`src/rtl/ifu.sv`:
```
// Instruction fetch unit: one outstanding imem request, single-entry instruction hold register.
// Optional performance counters are built only when IFU_PERF_EN is defined.
module ifu #(
  parameter logic [31:0] RESET_PC = 32'h8000_0000
) (
  input  logic        clk,
  input  logic        rst_n,
  output logic        imem_req_valid,
  input  logic        imem_req_ready,
  output logic [31:0] imem_addr,
  input  logic        imem_rsp_valid,
  input  logic [31:0] imem_rsp_data,
  output logic        imem_rsp_ready,
  input  logic        redirect_valid,
  input  logic [31:0] redirect_pc,
  input  logic        halt,
  output logic        instD_valid,
  input  logic        instD_ready,
  output logic [31:0] instD,
  output logic [31:0] pcD,
  output logic [31:0] snpcD,
  output logic [6:0]  opcode,
  output logic [2:0]  funct3,
  output logic [6:0]  funct7,
  output logic [11:0] funct12,
  output logic [31:0] perf_fetch_cnt,
  output logic [31:0] perf_wait_cnt
);

  typedef enum logic [1:0] {S_REQ, S_WAIT, S_HOLD, S_HALTED} state_t;

  state_t      state, state_n;
  logic [31:0] pc, pc_n;
  logic        drop, drop_n;
  logic        cap;
  logic        req_fire, inst_fire;

  assign imem_req_valid = (state == S_REQ) && !halt;
  assign imem_addr      = pc;
  // HALTED keeps draining so a response already in flight never stalls memory
  assign imem_rsp_ready = (state == S_WAIT) || (state == S_HALTED);
  assign instD_valid    = (state == S_HOLD);
  assign req_fire       = imem_req_valid && imem_req_ready;
  assign inst_fire      = instD_valid && instD_ready;

  assign snpcD   = pcD + 32'd4;
  assign opcode  = instD[6:0];
  assign funct3  = instD[14:12];
  assign funct7  = instD[31:25];
  assign funct12 = instD[31:20];

  always_comb begin
    state_n = state;
    pc_n    = pc;
    drop_n  = drop;
    cap     = 1'b0;
    case (state)
      S_REQ: begin
        if (halt) state_n = S_HALTED;
        else begin
          if (req_fire) state_n = S_WAIT;
          if (redirect_valid) begin
            pc_n = redirect_pc;
            // request already accepted: its response belongs to the old path
            if (req_fire) drop_n = 1'b1;
          end
        end
      end
      S_WAIT: begin
        if (halt) state_n = S_HALTED;
        else if (redirect_valid) begin
          pc_n = redirect_pc;
          if (imem_rsp_valid) begin
            drop_n  = 1'b0;
            state_n = S_REQ;
          end else drop_n = 1'b1;
        end else if (imem_rsp_valid) begin
          if (drop) begin
            drop_n  = 1'b0;
            state_n = S_REQ;
          end else begin
            cap     = 1'b1;
            state_n = S_HOLD;
          end
        end
      end
      S_HOLD: begin
        if (halt) state_n = S_HALTED;
        else if (redirect_valid) begin
          pc_n    = redirect_pc;
          state_n = S_REQ;
        end else if (instD_ready) begin
          pc_n    = pc + 32'd4;
          state_n = S_REQ;
        end
      end
      default: state_n = S_HALTED;
    endcase
  end

  always_ff @(posedge clk or negedge rst_n) begin
    if (!rst_n) begin
      state <= S_REQ;
      pc    <= RESET_PC;
      drop  <= 1'b0;
      instD <= 32'h0000_0013;
      pcD   <= RESET_PC;
    end else begin
      state <= state_n;
      pc    <= pc_n;
      drop  <= drop_n;
      if (cap) begin
        instD <= imem_rsp_data;
        pcD   <= pc;
      end
    end
  end

`ifdef IFU_PERF_EN
  always_ff @(posedge clk or negedge rst_n) begin
    if (!rst_n) begin
      perf_fetch_cnt <= 32'd0;
      perf_wait_cnt  <= 32'd0;
    end else begin
      if (inst_fire)         perf_fetch_cnt <= perf_fetch_cnt + 32'd1;
      if (state == S_WAIT)   perf_wait_cnt  <= perf_wait_cnt + 32'd1;
    end
  end
`else
  assign perf_fetch_cnt = 32'd0;
  assign perf_wait_cnt  = 32'd0;
  logic unused_perf;
  assign unused_perf = inst_fire;
`endif

endmodule

```
`config.mk`:
```
export PLATFORM = sky130hd
export DESIGN_NAME = ifu
export DESIGN_NICKNAME = d
export VERILOG_FILES = /design/src/rtl/ifu.sv
export SDC_FILE = /design/constraint.sdc
export NUM_CORES = 1
export LEC_CHECK = 0
export ABC_AREA = 0
export CAP_MARGIN = 5
export CORE_UTILIZATION = 38
export CTS_BUF_LIST = sky130_fd_sc_hd__clkbuf_4
export DETAILED_ROUTE_END_ITERATION = 12
export PLACE_DENSITY = 0.86
export REMOVE_ABC_BUFFERS = 1
export SLEW_MARGIN = 10
export SYNTH_ARGS = -nofsm -noshare
export SYNTH_HDL_FRONTEND = slang
export SYNTH_SLANG_ARGS = --single-unit
```
`constraint.sdc`:
```
create_clock -name clk -period 2.05 [get_ports clk]
set_clock_uncertainty 0.15 [all_clocks]
set_input_delay 0.3075 -clock clk [delete_from_list [all_inputs] [get_ports clk]]
set_output_delay 0.3075 -clock clk [all_outputs]
set_load 0.05 [all_outputs]
```
==> flow_metrics.tcl <==
set metrics [dict create \
    status "finished, violations left" \
    violations "setup timing" \
    synth-seq-cells 99 \
    yosysTopAreaCellShare 0.389 \
    max_slew_margin 0.660 \
    grt_max_degree 75 \
    p_leak_uw 0.00478 \
    ir_drop_v 0.000448 \
    start_util 0.393 \
    antenna-diode-count 0 \
    cts_tree "done" \
    clk_latency_ns 0.46 \
    synthArstFlopShare 1.00 \
    cts_buffers 9 \
    synth_warnings 0 \
    grt_use_total 0.230 \
    worstSetupPathType "flop to output pin" \
    synth_top_area_cell "dfrtp_1" \
    port_buffers 230 \
    hold_violations 0 \
    synth_area_leaders "dfrtp_1 39%, mux2_2 12%, buf_4 12%, xor2_1 2.3%, dfstp_2 2.2%" \
    syn-instance-count 612 \
    grt_pass1_vias 5506 \
    area_delta_synth_final_pct 59.5 \
    first_iter_violations 318 \
    die_h_um 128 \
    avgSynthCellArea_um2 9.88 \
    core_mm2 0.0154 \
    synth_most_common_cell "buf_4" \
    endpoint_kind "output pin" \
    synth-edff-count 0 \
    rsz0062_at_grt "yes" \
    grt_pass1_wl_um 29200 \
    worstRegToRegCells 5 \
    drive_above_1_share 0.394 \
    dp_cells 1090 \
    r2r_end "imem_addr[31]" \
    period_minus_slack_ns 2.75 \
    worstPathArrival_ns 2.29 \
    path_clk_slew_ns 0.15 \
    hp-class "primary input to asynchronous set/reset pin" \
    ys_top_cells_by_count "95 x buf_4, 94 x dfrtp_1, 65 x mux2_2" \
    vias_per_cell 5.08 \
    dp_hpwl_um 14400 \
    drt_drc_violations_left 0 \
    antenna_found_initial 0 \
    wire_per_inst_um 17.1 \
    tightest_slew_ns 0.508 \
    setup_viol 27 \
    final_cells 1122 \
    worst_slack_ns -0.700 \
    ys_seq_area_frac 0.411 \
    maxCapViolations 0 \
    synth_cell_types 61 \
    routed_wl_um 19200 \
    ant_nets 0 \
    ys.flop_type "dfrtp_1" \
    gr-total-overflow 0 \
    powerDensity_mw_per_mm2 730 \
    setup_tns_ns -12.17 \
    fp.dieW_um 128 \
    die_area_mm2 0.0164 \
    r2r-start "imem_addr[5]" \
    dr_total_vias 5702 \
    slew_viol_final 0 \
    finalWeightedCongestion 0.939 \
    cts.sinks 99 \
    start_kind "flop" \
    crit_fanout 4 \
    period_share 1.34 \
    cts-root-buf "clkbuf_4" \
    num_io_pins 295 \
    clk_path_buf_depth 2 \
    num_rows 45 \
    dr.pass1.iters 5 \
    syn_area_mm2 0.00605 \
    fmax_mhz 364 \
    cts_htree_levels 3 \
    rrSetupSlack_ns 0.06 \
    required_ns 1.59 \
    nets 979 \
]
-- what timing repair did --
item / 4_1_cts / 5_1_grt
hold buffers: 1 / 0
buffers inserted: 8 / 11
gates resized for setup: 103 / 38
hold endpoints to repair: 98 / 0
pin swaps: 23 / 28
endpoints found under the setup margin: 87 / 33
-- flip-flops by register name, indices dropped and copies added, names as in the netlist --
name and count:
instD 32, imem_addr 32, drop 1, pcD 32
state 2
-- worst max-delay path, cell delays in order (launching register included) --
cell	delay [ns]
dfrtp_2	0.44
nand2_2	0.07
or4_4	0.60
nor4_4	0.34
xor2_2	0.22
buf_12	0.16
-- worst max-delay path by stage --
stage	start	endpoint	slack, ns	cells past startpoint
5_1_grt	pcD[3]	snpcD[23]	-0.83	5
3_3_place_gp	pcD[2]	snpcD[28]	-0.27	6
3_5_place_dp	pcD[3]	snpcD[28]	-0.34	6
6_report	pcD[2]	snpcD[23]	-0.70	5
2_1_floorplan	state[0]	instD[10]	-1.84	2
4_1_cts	pcD[3]	snpcD[24]	-0.73	7
-- placed cells by master (no fill, tap or decap), types with 4 or more instances in the layout --
cell / synthesis / layout
a21oi_1: 26 / 26
mux2_2: 65 / 65
clkdlybuf4s50_1: 0 / 69
and4_1: 8 / 7
a21boi_0: 5 / 5
nor4_1: 8 / 5
xnor2_2: 0 / 9
nor3_1: 19 / 12
dlygate4sd2_1: 0 / 58
and3_1: 10 / 7
buf_6: 0 / 8
o311ai_0: 4 / 4
buf_12: 0 / 31
xor2_2: 0 / 6
xor2_1: 16 / 7
or3_1: 8 / 8
o211ai_1: 5 / 5
conb_1: 1 / 64
o22ai_1: 5 / 5
dfstp_2: 5 / 5
buf_4: 95 / 175
a31oi_1: 7 / 7
a311oi_1: 7 / 7
dfrtp_1: 94 / 91
nand3_1: 22 / 19
a21o_1: 4 / 4
nand2_1: 34 / 32
clkbuf_16: 0 / 5
inv_1: 5 / 5
clkbuf_4: 0 / 10
nand4_1: 20 / 20
a2bb2oi_1: 5 / 5
nor2_1: 29 / 26
o21ai_0: 13 / 13
nor3_2: 0 / 5
and2_1: 9 / 9
-- layout make-up --
class / instances / area, um2
multi-input combinational: 443 / 3330
sequential: 99 / 2490
inverter: 5 / 18.8
clock inverter: 6 / 80.1
clock buffer: 10 / 75.1
tap: 211 / 264
fill: 1223 / 5720
timing repair buffer: 348 / 3390
-- cells by family (layout without fill, tap and decap cells) --
logic type | Yosys count | in the layout | synth area share
AND/OR/NAND/NOR | 185 | 185 | 0.169
adder cells (fa/ha/maj) | 2 | 2 | 0.00414
flip-flops | 99 | 99 | 0.411
buffers and inverters | 133 | 369 | 0.143
AO/OA/AOI/OAI | 99 | 99 | 0.112
XOR/XNOR | 28 | 28 | 0.0405
multiplexers | 65 | 65 | 0.121
other | 1 | 64 | 0.000620
-- routing by layer --
layer  wire (um)  track usage  vias up
li1            -            -     2648
met1        7500        0.278     2734
met2        9610        0.387      276
met3        1430       0.0547       44
met4         707        0.107        0
met5           0            0        -
-- through the flow --
step           setup WS, ns  power, uW  utilization  instance area [um2]  hold WS [ns]
2_1_floorplan         -1.84       4440            -                 5440        -0.138
3_3_place_gp         -0.272       5860        0.584                 8980         0.193
3_5_place_dp         -0.341       5910        0.584                 8980         0.201
4_1_cts              -0.731       7070        0.613                 9420         0.204
5_1_grt              -0.832       7370        0.628                 9650         0.227
6_report             -0.700       7040        0.628                 9650         0.235
-- report_power, final --
group | total [uW] | switching (uW) | internal [uW]
clock | 1160 | 660 | 499
sequential | 2470 | 244 | 2230
combinational | 3410 | 2270 | 1130
No activity file was read; power rests on OpenSTA's default activity.
